### src/rtl/fetch_unit_pkg.sv
// fetch_unit_pkg: shared FSM states, reset defaults and instruction field positions for the fetch unit
package fetch_unit_pkg;
  typedef enum logic [1:0] {IDLE, REQ, WAIT, HOLD} state_t;
  localparam logic [31:0] RESET_PC_DEFAULT = 32'h0000_0000;
  localparam logic [31:0] NOP = 32'h0000_0013;
  localparam int OP_LSB = 0;
  localparam int OP_MSB = 6;
  localparam int F3_LSB = 12;
  localparam int F3_MSB = 14;
  localparam int F7_BIT = 30;
endpackage

### src/rtl/fetch_unit_pc_next.sv
// pc_next_logic: sequential/branch next-PC select with word alignment of branch targets
module pc_next_logic #(
  parameter int XLEN = 32
) (
  input  logic [XLEN-1:0] pc,
  input  logic            pcsrc,
  input  logic [XLEN-1:0] target,
  output logic [XLEN-1:0] pc_plus4,
  output logic [XLEN-1:0] next_pc
);
  assign pc_plus4 = pc + XLEN'(4);
  assign next_pc = pcsrc ? target & ~XLEN'(3) : pc_plus4;
endmodule

### src/rtl/fetch_unit.sv
// fetch_unit: single-outstanding instruction fetch with a hold register presented to decode
module fetch_unit
  import fetch_unit_pkg::*;
#(
  parameter int               XLEN     = 32,
  parameter logic [XLEN-1:0]  RESET_PC = XLEN'(RESET_PC_DEFAULT)
) (
  input  logic            clk,
  input  logic            rst,
  output logic            imem_req,
  output logic [XLEN-1:0] imem_addr,
  input  logic            imem_ready,
  input  logic            imem_rvalid,
  input  logic [XLEN-1:0] imem_rdata,
  input  logic            stall,
  input  logic            PCSrc,
  input  logic [XLEN-1:0] PCTarget,
  output logic            instr_valid,
  output logic [XLEN-1:0] instr,
  output logic [6:0]      op,
  output logic [2:0]      funct3,
  output logic            funct7,
  output logic [XLEN-1:0] pc,
  output logic [XLEN-1:0] pc_plus4,
  output logic            instr_illegal
);
  state_t state, state_n;
  logic [XLEN-1:0] addr, next_pc;
  logic capture, consume;
  pc_next_logic #(.XLEN(XLEN)) u_pc_next (
    .pc(pc),
    .pcsrc(PCSrc),
    .target(PCTarget),
    .pc_plus4(pc_plus4),
    .next_pc(next_pc)
  );
  always_ff @(posedge clk or posedge rst)
    if (rst) state <= IDLE;
    else state <= state_n;
  always_comb begin
    state_n = state;
    capture = state == WAIT && imem_rvalid;
    consume = state == HOLD && !stall;
    state_n = state == IDLE ? REQ :
              state == REQ && imem_ready ? WAIT :
              capture ? HOLD :
              consume ? REQ : state;
  end
  // addr is the pending fetch address; pc only changes when a word actually arrives
  always_ff @(posedge clk or posedge rst)
    if (rst) begin
      addr  <= RESET_PC & ~XLEN'(3);
      instr <= XLEN'(NOP);
      pc    <= RESET_PC;
    end else begin
      if (capture) begin
        instr <= imem_rdata;
        pc    <= addr;
      end
      if (consume) addr <= next_pc;
    end
  assign imem_req = state == REQ;
  assign imem_addr = addr;
  assign instr_valid = state == HOLD;
  assign op = instr[OP_MSB:OP_LSB];
  assign funct3 = instr[F3_MSB:F3_LSB];
  assign funct7 = instr[F7_BIT];
  assign instr_illegal = instr_valid && instr[1:0] != 2'b11;
endmodule

### config.mk
export PLATFORM = sky130hd
export DESIGN_NAME = fetch_unit
export DESIGN_NICKNAME = d
export VERILOG_FILES = /design/src/rtl/fetch_unit_pkg.sv /design/src/rtl/fetch_unit_pc_next.sv /design/src/rtl/fetch_unit.sv
export SDC_FILE = /design/constraint.sdc
export NUM_CORES = 1
export LEC_CHECK = 0
export CELL_PAD_IN_SITES_DETAIL_PLACEMENT = 0
export CELL_PAD_IN_SITES_GLOBAL_PLACEMENT = 1
export CORE_AREA = 3 3 122 124
export CTS_BUF_LIST = sky130_fd_sc_hd__clkbuf_16
export CTS_CLUSTER_DIAMETER = 30
export DETAILED_ROUTE_END_ITERATION = 6
export DIE_AREA = 0 0 125 127
export GPL_ROUTABILITY_DRIVEN = 0
export PLACE_DENSITY = 0.89
export SLEW_MARGIN = 20
export SYNTH_ARGS = -nofsm -noshare
export SYNTH_HDL_FRONTEND = slang
export SYNTH_SLANG_ARGS = --single-unit
### constraint.sdc
create_clock -name clk -period 6 [get_ports clk]
set_input_delay 0.6 -clock clk [delete_from_list [all_inputs] [get_ports clk]]
set_output_delay 0.6 -clock clk [all_outputs]
set_load 0.02 [all_outputs]
# Yosys cells after proc, flatten, opt, wreduce, memory -nomap -nowiden
# Index checks and enable logic that the tools add are counted.
[totals]
reg_bits = 98
out_inout_bits = 142
input_bits = 70
[classes]
muxes = 5
n_reduce_logical = 7
n_eq_ne = 4
addsub = 1
[ops]
columns = ["cell", "n"]
rows = [
  ["adder 32 x 3 -> 32 bit (second input constant)", 1],
  ["2-to-1 mux 32 bit", 1],
  ["2-to-1 mux 2 bit", 4],
  ["equality test 2 bit (second input constant)", 2],
  ["logical AND 1 bit", 4],
  ["nonzero test 4 bit", 1],
  ["equality test 2 x 1 -> 1 bit (second input constant)", 1],
  ["zero test 2 bit", 1],
  ["!= test 2 bit (second input constant)", 1],
  ["zero test 1 bit", 1],
]

# Logic depth before layout (Yosys ltp)
# Gate-level depths: netlist (run 1).
[logic_depth]
word_depth = 6
mapped_depth = 7
ltp_nobuf = 6

# By module
# From an unflattened synthesis (run 1), not the netlist that was laid out.
[unflattened]
hier_cells = 398
area_unflattened_um2 = 5113.7
[modules_own_cells]
columns = ["module", "instances", "cells_each", "area_per_inst_um2"]
rows = [
  ["fetch_unit", 1, 226, 4003.8],
  ["pc_next_logic", 1, 172, 1109.8],
]

# Least setup slack after synthesis (run 1)
# OpenSTA, ideal clock, no wires.
[synth_path]
path_kind = "register -> output"
startpoint = "reg pc[2]"
endpoint = "out pc_plus4[22]"
required_ps = 5400
arrival_ps = 2069
path_stages_with_launch = 6
path_buffers = 0
path_slack_ps = 3331
cell_sequence = "dfrtp_1 -> ha_1 -> nand4_1 -> or4_1 -> o31a_1 -> or2_2"
[synth_via]
elab_chain_len = 1
[synth_lines]
columns = ["item", "line", "rtl"]
rows = [
  ["from (decl)", "fetch_unit.sv:23", "output logic [XLEN-1:0] pc,"],
  ["from (signal assigned)", "fetch_unit.sv:58", "pc <= addr;"],
  ["adder 32 x 3 -> 32 bit", "fetch_unit_pc_next.sv:11", "assign pc_plus4 = pc + XLEN'(4);"],
  ["to (decl)", "fetch_unit.sv:24", "output logic [XLEN-1:0] pc_plus4,"],
]
# No other way between the ends.

# Worst setup path after layout (run 1)
[layout_path]
startpoint = "reg pc[2]"
endpoint = "out pc_plus4[20]"
# The elaborated chain is that of the path after synthesis.

==> summary.txt, run 1 <==
Critical Path Fanout Max - 8
Min-Delay Path Class - reg -> reg
final hold viol count - 0
crit path kind - reg -> out
PnR Total Power - 4020 uW
Power Dens Cells - 565 nW/um2
synth top area cells - dfrtp_1, mux2_2, xnor2_1
total CTS buffers - 9
synth unique cells - 42
H-tree Lvls - 3
max-cap violation count - 0
I/O pins - 212
smallest hold slack - 0.505 ns
Clock Skew - 0.00661 ns
die height - 127 um
met1 Usage GRT - 21.7%
number of synthesized flops with an enable pin - 0
share of cells above drive strength 1 - 16.2%
Max Transition Viols Final - 0
hold path cells - 1
total routing usage reported by global routing - 17.8%
Initial Utilization - 33.6%
vias in the first global route - 4202
root buf cell - clkbuf_16
unrepaired setup endpoints after global routing - no
CTS tree - yes
Yosys top cell area share - 50.9%
pre-CTS WS - 2.68 ns
Register-to-Register Path Depth - 6
Via Count - 3973
first-pass GRT wire length - 22800 um
CTS Hold Bufs - 0
worst relative slew slack - 42.0%
busiest grt layer - met2
# DRC - 0
status - completed
total global routing overflow - 0
Reg-to-Reg Start - pc[2]
synthesized area per cell - 11.5 um2
Die X - 125 um
post-synthesis sequential area ratio - 52.6%
die area - 15900 um2
Largest stage delay, worst path - 0.67 ns
Hold Path End - instr[29]
Pre-antenna DRT Iters - 4
Crit-path slowest cell - clkdlybuf4s50_1
CTS Buffer Depth - 2
Achievable Freq - 272 MHz
period utilization - 61.3%
worst-path cell chain - ha_1, nand4_1, nor4_4, nand4_1, xnor2_1, clkdlybuf4s50_1
initial antenna violation count - 0
HP Start - instr[29]
cell family with most CP delay - simple AND/OR/NAND/NOR gates
Critical Path AT - 3.08 ns
Yosys top cell by area - dfrtp_1
R2R Setup Slk - 3.55 ns
clk sinks - 98
WL/cell - 18.3 um
met3 usage - 4.64%
Reg clk slew, reported paths - 0.07 ns
crit end category - output pin
Iteration-0 DRC Markers - 165
Mapped Cells - 407
critical path required time - 5.40 ns
RR Endpoint - imem_addr[20]
pin count of the biggest net entering global routing - 58
mapped cell area - 4670 um2
Final TNS setup - 0 ns
Leakage - 0.00302 uW
diode count - 0
post-route ant nets - 0
Post-layout nets - 670
Peak VDD IR - 0.280 mV
setup ws final - 2.32 ns
cell with the most instances after synthesis - dfrtp_1
core area - 13900 um2
M2 GR Usage - 31.2%
crit path time final - 3.68 ns
Least-Margin Pin Slew - 0.863 ns
Yosys Warn Count - 0
port bufs - 209
Worst Setup SP - pc[2]
hpwl dp - 10400 um
worst skew pair latency - 0.34 ns
CP dominant cell by count - nand4_1
via/cell ratio - 5.07
Rows - 43
CTS resizes - 0
Main synth FF type - dfrtp_1
asr flop ratio synth - 100%
startpoint types - flip-flop
crit path buf inv count - 1
final WL - 14300 um
syn nets - 478
synthesized flop and latch total - 98
most frequent cells after synthesis - dfrtp_1, mux2_2, nand2_1
final setup violating endpoints - 0
Post-CTS Setup Bufs - 0
Area growth, synth to finish - 52.6%
## report_power, final
part	internal, uW	switching (uW)
Combinational	1120	1090
Sequential	972	324
Clock	276	244
## flip-flops by register name, summed over array words and instances, names as in the netlist
register and count:
instr 32, imem_addr 32, state 2, pc 32
## how the worst max path moves through the flow
stage,to,slack [ns],cells past startpoint
2_1_floorplan,imem_addr[0],2.84,1
3_3_place_gp,pc_plus4[22],2.71,6
3_5_place_dp,pc_plus4[22],2.68,6
4_1_cts,pc_plus4[22],2.30,6
5_1_grt,pc_plus4[20],2.08,6
6_report,pc_plus4[20],2.32,6
## worst reg2reg max path: stages, from the launching register on
cell,delay (ns)
dfrtp_1,0.50
ha_1,0.27
nand4_1,0.28
nor4_4,0.56
nand4_1,0.20
xnor2_1,0.19
a221o_1,0.33
## stage by stage
stage / std cells / instance area (um2) / util [%]
after detailed placement: 768 / 6860 / 49.4
after CTS: 784 / 7120 / 51.3
final: 784 / 7120 / 51.3
after floorplan: 407 / 4670 / -
after global placement: 768 / 6860 / 49.4
after global routing: 784 / 7120 / 51.3
## layout by cell type, fill, tap and decap left out, types with 3 or more instances in the layout
cell type | Yosys | routed
clkdlybuf4s50_1 | 0 | 209
dfrtp_1 | 95 | 95
mux2_2 | 64 | 64
nand2_1 | 28 | 28
and3_1 | 22 | 22
o21ai_0 | 21 | 21
nand3_1 | 20 | 20
xnor2_1 | 17 | 17
nor2_1 | 17 | 16
a221o_1 | 14 | 14
clkbuf_16 | 0 | 9
nand4_1 | 7 | 7
inv_1 | 7 | 7
nor3_1 | 7 | 7
buf_4 | 13 | 7
mux2i_1 | 6 | 6
xor2_1 | 6 | 6
a21oi_1 | 6 | 6
or3_1 | 3 | 3
clkinv_2 | 0 | 3
dfstp_2 | 3 | 3
## metal layers
metal	vias to the layer above	share of wire, %
li1	1828	-
met1	1981	41
met2	152	51
met3	12	6.9
met4	0	1.2
met5	-	0
## final cells by class
cell class	count	area, um2
fillers	1219	6760
flip-flops and latches	98	2460
repair buffers	216	2140
multi-input cells	267	2010
clock buffers	9	225
well taps	180	225
clock inverters	7	37.5
inverters	7	28.8
## cells by family after synthesis
| kind of cell | after synthesis | synth area share (%) |
|---|---|---|
| xor+xnor | 23 | 4.32 |
| compound gates | 49 | 7.18 |
| mux | 70 | 16.7 |
| buf+inv | 42 | 4.48 |
| fa+ha+maj | 1 | 0.268 |
| simple gates | 124 | 14.4 |
| flops | 98 | 52.6 |
Note: power is estimated with default switching activity, not from simulation.
==> run 2, diff against run 1 <==
--- a/config.mk
+++ b/config.mk
@@ -7,13 +7,13 @@
 export LEC_CHECK = 0
 export CELL_PAD_IN_SITES_DETAIL_PLACEMENT = 0
 export CELL_PAD_IN_SITES_GLOBAL_PLACEMENT = 1
-export CORE_AREA = 3 3 122 124
+export CORE_AREA = 3 3 134 136
 export CTS_BUF_LIST = sky130_fd_sc_hd__clkbuf_16
 export CTS_CLUSTER_DIAMETER = 30
 export DETAILED_ROUTE_END_ITERATION = 6
-export DIE_AREA = 0 0 125 127
+export DIE_AREA = 0 0 137 139
 export GPL_ROUTABILITY_DRIVEN = 0
-export PLACE_DENSITY = 0.89
+export PLACE_DENSITY = 0.79
 export SLEW_MARGIN = 20
 export SYNTH_ARGS = -nofsm -noshare
 export SYNTH_HDL_FRONTEND = slang
==> constraint.sdc (replaced) <==
create_clock -name clk -period 3.12 [get_ports clk]
set_input_delay 0.312 -clock clk [delete_from_list [all_inputs] [get_ports clk]]
set_output_delay 0.312 -clock clk [all_outputs]
set_load 0.02 [all_outputs]
==> summary.txt, run 2 (synthesized netlist as in run 1, its figures left out) <==
status - completed
initial antenna violation count - 0 (unchanged)
R2R Setup Slk - 1.03 ns (-2.52 ns)
worst skew pair latency - 0.34 ns (about the same)
final WL - 14600 um (+2.0%)
post-route ant nets - 0 (unchanged)
die area - 19000 um2 (+20%)
Reg-to-Reg Start - pc[2]
CTS Hold Bufs - 0 (unchanged)
critical path required time - 2.81 ns (-2.59 ns)
Final TNS setup - 0 ns (unchanged)
via/cell ratio - 4.70 (-7.3%)
crit path kind - reg -> out
Peak VDD IR - 0.569 mV (+100%)
die height - 139 um (+9.4%)
hpwl dp - 10800 um (+3.9%)
root buf cell - clkbuf_16
Power Dens Cells - 1080 nW/um2 (+92%)
core area - 17100 um2 (+23%)
Critical Path Fanout Max - 6 (-2)
WL/cell - 17.5 um (-4.5%)
Post-layout nets - 678 (+1.2%)
pin count of the biggest net entering global routing - 65 (+12%)
period utilization - 96.6%
# DRC - 0 (unchanged)
RR Endpoint - imem_addr[20]
Area growth, synth to finish - 57.6%
CTS Buffer Depth - 2 (unchanged)
worst relative slew slack - 44.7% (+2.7 points)
Die X - 137 um (+9.6%)
setup ws final - 0.105 ns (-2.22 ns)
total routing usage reported by global routing - 15.3% (-2.5 points)
crit path time final - 3.02 ns
final hold viol count - 0 (unchanged)
H-tree Lvls - 3 (unchanged)
share of cells above drive strength 1 - 18.8% (+2.6 points)
Max Transition Viols Final - 0 (unchanged)
Critical Path AT - 2.70 ns (-0.38 ns)
Iteration-0 DRC Markers - 121 (-27%)
first-pass GRT wire length - 22800 um (about the same)
Via Count - 3931 (-1.1%)
Achievable Freq - 332 MHz
max-cap violation count - 0 (unchanged)
Leakage - 0.00314 uW (+3.9%)
diode count - 0 (unchanged)
Initial Utilization - 27.4% (-6.3 points)
commonest non-fill, non-tap cell in the layout - clkdlybuf4s50_1
most frequent cells in the layout - clkdlybuf4s50_1, dfrtp_1, mux2_2, nand2_1, and3_1
total CTS buffers - 9 (unchanged)
Pre-antenna DRT Iters - 4 (unchanged)
Least-Margin Pin Slew - 0.829 ns (-0.0339 ns)
vias in the first global route - 4084 (-2.8%)
Reg clk slew, reported paths - 0.07 ns (about the same)
Min-Delay Path Class - in -> async
Clock Skew - 0.00970 ns (+0.00309 ns)
total global routing overflow - 0 (unchanged)
port bufs - 209 (unchanged)
CTS tree - yes
Register-to-Register Path Depth - 8 (+2)
unrepaired setup endpoints after global routing - no
crit end category - output pin
pre-CTS WS - 0.313 ns (-2.36 ns)
Rows - 48 (+12%)
final setup violating endpoints - 0 (unchanged)
clk sinks - 98 (unchanged)
startpoint types - flip-flop
I/O pins - 212 (unchanged)
[run 2: changes by cell type in the layout (fill, tap and decap cells not counted), moves of 2 or more]
cell and change:
dfrtp_1 -4, dfrtp_2 +4, buf_4 +6, clkinv_2 -3, clkdlybuf4s50_1 -3, dlymetal6s2s_1 +3
buf_12 +2, bufinv_16 +2
[run 2: area by class of cell]
type                            count  area, um2
Inverter                            7       28.8
Multi-Input combinational cell    267       2030
Clock inverter                      7       95.1
Clock buffer                        9        225
Sequential cell                    98       2460
Timing Repair Buffer              224       2240
Fill cell                        1615       9700
Tap cell                          225        282
[run 2: metrics by stage]
step	hold WS [ns]	total power, uW	util, %	instances	instance area (um2)
2_1_floorplan	0.463	4660	-	407	4670
3_3_place_gp	0.487	6760	41.1	821	7000
3_5_place_dp	0.491	6830	41.1	821	7000
4_1_cts	0.505	8090	43.0	837	7330
5_1_grt	0.517	8440	43.1	837	7360
6_report	0.478	7980	43.1	837	7360
[run 2: worst max path at each step]
stage               startpoint            to  slack [ns]
floorplan                  rst  imem_addr[0]        0.25
global placement         pc[2]  pc_plus4[22]        0.34
detailed placement       pc[2]  pc_plus4[22]        0.31
CTS                      pc[2]  pc_plus4[22]       0.005
global route             pc[2]  pc_plus4[30]       0.008
finish                   pc[6]  pc_plus4[17]        0.10
[run 2: repair_timing]
action,CTS,global route
setup endpoints to repair,4,7
cloned,0,0
resized for setup,3,8
pin swaps,0,0
setup buffers,0,0
[run 2: critical path, stage by stage (launching register included)]
cell             delay (ns)
dfrtp_1                0.46
nand3_2                0.13
or4_4                  0.54
or4_4                  0.52
nand2_1                0.10
clkdlybuf4s50_1        0.60
[run 2: per-layer routing]
layer | vias to the layer above | track usage, % | part of all wire [%]
li1 | 1844 | - | -
met1 | 1918 | 19.0 | 42
met2 | 159 | 25.6 | 48
met3 | 10 | 5.41 | 8.8
met4 | 0 | 3.15 | 0.81
met5 | - | 0 | 0
[run 2: power by group]
part	switching (uW)	leakage [uW]	internal, uW	total (uW)
Clock	496	0.000149	701	1200
Sequential	613	0.00121	1870	2490
Combinational	2120	0.00178	2180	4290
Total	3230	0.00314	4750	7980
==> run 3, diff against run 2 <==
--- a/config.mk
+++ b/config.mk
@@ -14,7 +14,7 @@
 export DIE_AREA = 0 0 137 139
 export GPL_ROUTABILITY_DRIVEN = 0
 export PLACE_DENSITY = 0.79
-export SLEW_MARGIN = 20
+export SLEW_MARGIN = 10
 export SYNTH_ARGS = -nofsm -noshare
 export SYNTH_HDL_FRONTEND = slang
 export SYNTH_SLANG_ARGS = --single-unit
==> constraint.sdc (replaced) <==
create_clock -name clk -period 3.12 [get_ports clk]
set_input_delay 0.624 -clock clk [delete_from_list [all_inputs] [get_ports clk]]
set_output_delay 0.624 -clock clk [all_outputs]
set_load 0.02 [all_outputs]
==> summary.txt, run 3 (synthesized netlist as in run 1, its figures left out) <==
Final Instance Area - 7410 um2 (+0.75%)
critical path required time - 2.50 ns (-0.31 ns)
placed cell area - 7090 um2 (+1.2%)
port bufs - 209 (unchanged)
period utilization - 97.0% (+0.32 points)
share of cells above drive strength 1 - 20.4% (+1.6 points)
Achievable Freq - 331 MHz (-0.33%)
Power Dens Cells - 1080 nW/um2 (-0.65%)
root buf cell - clkbuf_16
CP Capture Point - pc_plus4[17]
total routing usage reported by global routing - 15.8% (+0.54 points)
die area - 19000 um2 (unchanged)
Die X - 137 um (unchanged)
pin count of the biggest net entering global routing - 61 (-6.2%)
RR Endpoint - imem_addr[20]
core area - 17100 um2 (unchanged)
Crit-path slowest cell - or4_4
cell family with most CP delay - simple AND/OR/NAND/NOR gates
I/O pins - 212 (unchanged)
R2R Setup Slk - 1.09 ns (+0.06 ns)
total global routing overflow - 0 (unchanged)
H-tree Lvls - 3 (unchanged)
via/cell ratio - 4.81 (+2.5%)
WL/cell - 17.7 um (+1.1%)
Initial Utilization - 27.4% (unchanged)
Post-layout nets - 694 (+2.4%)
Pre-antenna DRT Iters - 4 (unchanged)
unrepaired setup endpoints after global routing - no
worst-path cell chain - buf_4, nand3_2, or4_4, or4_4, nand2_1, clkdlybuf4s15_1
Peak VDD IR - 0.556 mV (-2.4%)
final hold viol count - 0 (unchanged)
diode count - 0 (unchanged)
Reg-to-Reg Start - pc[11]
die height - 139 um (unchanged)
Via Count - 4106 (+4.5%)
CTS tree - yes
first-pass GRT wire length - 23500 um (+3.3%)
crit end category - output pin
clk sinks - 98 (unchanged)
Worst path depth - 6 (+1)
commonest non-fill, non-tap cell in the layout - clkdlybuf4s50_1
worst relative slew slack - 61.3% (+17 points)
startpoint types - flip-flop
Iteration-0 DRC Markers - 163 (+35%)
Final TNS setup - 0 ns (unchanged)
Worst Setup SP - pc[3]
Largest stage delay, worst path - 0.54 ns (-0.06 ns)
Max Transition Viols Final - 0 (unchanged)
Layout Cells excl Fill - 853 (+1.9%)
worst skew pair latency - 0.34 ns (about the same)
Area growth, synth to finish - 58.8%
CTS Buffer Depth - 2 (unchanged)
Critical Path AT - 2.40 ns (-0.30 ns)
most frequent cells in the layout - clkdlybuf4s50_1, dfrtp_1, mux2_2, buf_4, nand2_1
crit path kind - reg -> out
Layout Utilization - 43.4% (+0.32 points)
# DRC - 0 (unchanged)
max-cap violation count - 0 (unchanged)
Reg clk slew, reported paths - 0.07 ns (about the same)
crit path time final - 3.03 ns (+0.0101 ns)
total CTS buffers - 9 (unchanged)
CTS Hold Bufs - 0 (unchanged)
Leakage - 0.00321 uW (+2.4%)
post-route ant nets - 0 (unchanged)
Min-Delay Path Class - reg -> reg
Register-to-Register Path Depth - 7 (-1)
status - completed
crit path buf inv count - 2 (+1)
Clock Skew - 0.00716 ns (-0.00254 ns)
Filler Cell Count - 1638 (+1.4%)
initial antenna violation count - 0 (unchanged)
final WL - 15100 um (+3.1%)
Critical Path Fanout Max - 4 (-2)
hpwl dp - 11200 um (+4.6%)
CP dominant cell by count - or4_4
vias in the first global route - 4304 (+5.4%)
placed cell count - 834 (+1.6%)
Rows - 48 (unchanged)
Least-Margin Pin Slew - 0.580 ns (-0.249 ns)
smallest hold slack - 0.505 ns (+0.0270 ns)
final setup violating endpoints - 0 (unchanged)
run 3: cell types whose count changed in the layout (fill, tap and decap cells not counted), sizes merged, moves of 3 or more:
cell and delta:
clkdlybuf4s50 -17, dlygate4sd2 +16, buf +16, clkinv +3
run 3: per-stage QoR:
| step | worst slack (ns) | total power (uW) |
|---|---|---|
| global route | 0.00277 | 8440 |
| CTS | -0.00595 | 8050 |
| global placement | 0.0926 | 6840 |
| floorplan | 0.427 | 4660 |
| finish | 0.0947 | 7980 |
| detailed placement | 0.0667 | 6920 |
run 3: power by group:
group / internal, uW / switching, uW
clock network: 693 / 472
registers: 1870 / 540
logic: 2180 / 2230
run 3: worst min-delay path by stage:
stage                     depth (start not counted)      endpoint    startpoint
after CTS                                         1     instr[28]     instr[28]
final                                             1      instr[8]      instr[8]
after floorplan                                   2      state[1]      state[0]
after global placement                            2  imem_addr[0]  imem_addr[0]
after global routing                              1     instr[26]     instr[26]
after detailed placement                          1     instr[28]     instr[28]
run 3: what timing repair did:
item	in CTS	in global routing
buffers inserted	0	3
endpoints found under the setup margin	19	6
resized for setup	23	7
run 3: area by class of cell:
cell class	instances	area (um2)	area share, %
Sequential cell	98	2460	33.2
Timing Repair Buffer	240	2310	31.2
Multi-Input combinational cell	267	2020	27.2
Tap cell	225	282	3.80
Clock buffer	9	225	3.04
Clock inverter	7	83.8	1.13
Inverter	7	30.0	0.405
run 3: routing by layer:
metal  up-vias  GRT usage, %  share of wire (%)
li1       1881             -                  -
met1      2021          19.1                 41
met2       183          26.6                 48
met3        21          4.79                9.4
met4         0          5.67                2.0
met5         -             0                  0
run 3: worst reg2reg max path, stage by stage, from the launching register on:
cell and delay (ns):
dfrtp_1 0.45, nand3_1 0.17, buf_4 0.19, nor4_4 0.23, buf_4 0.21, nand4_1 0.14
xnor2_1 0.18, a221o_1 0.34
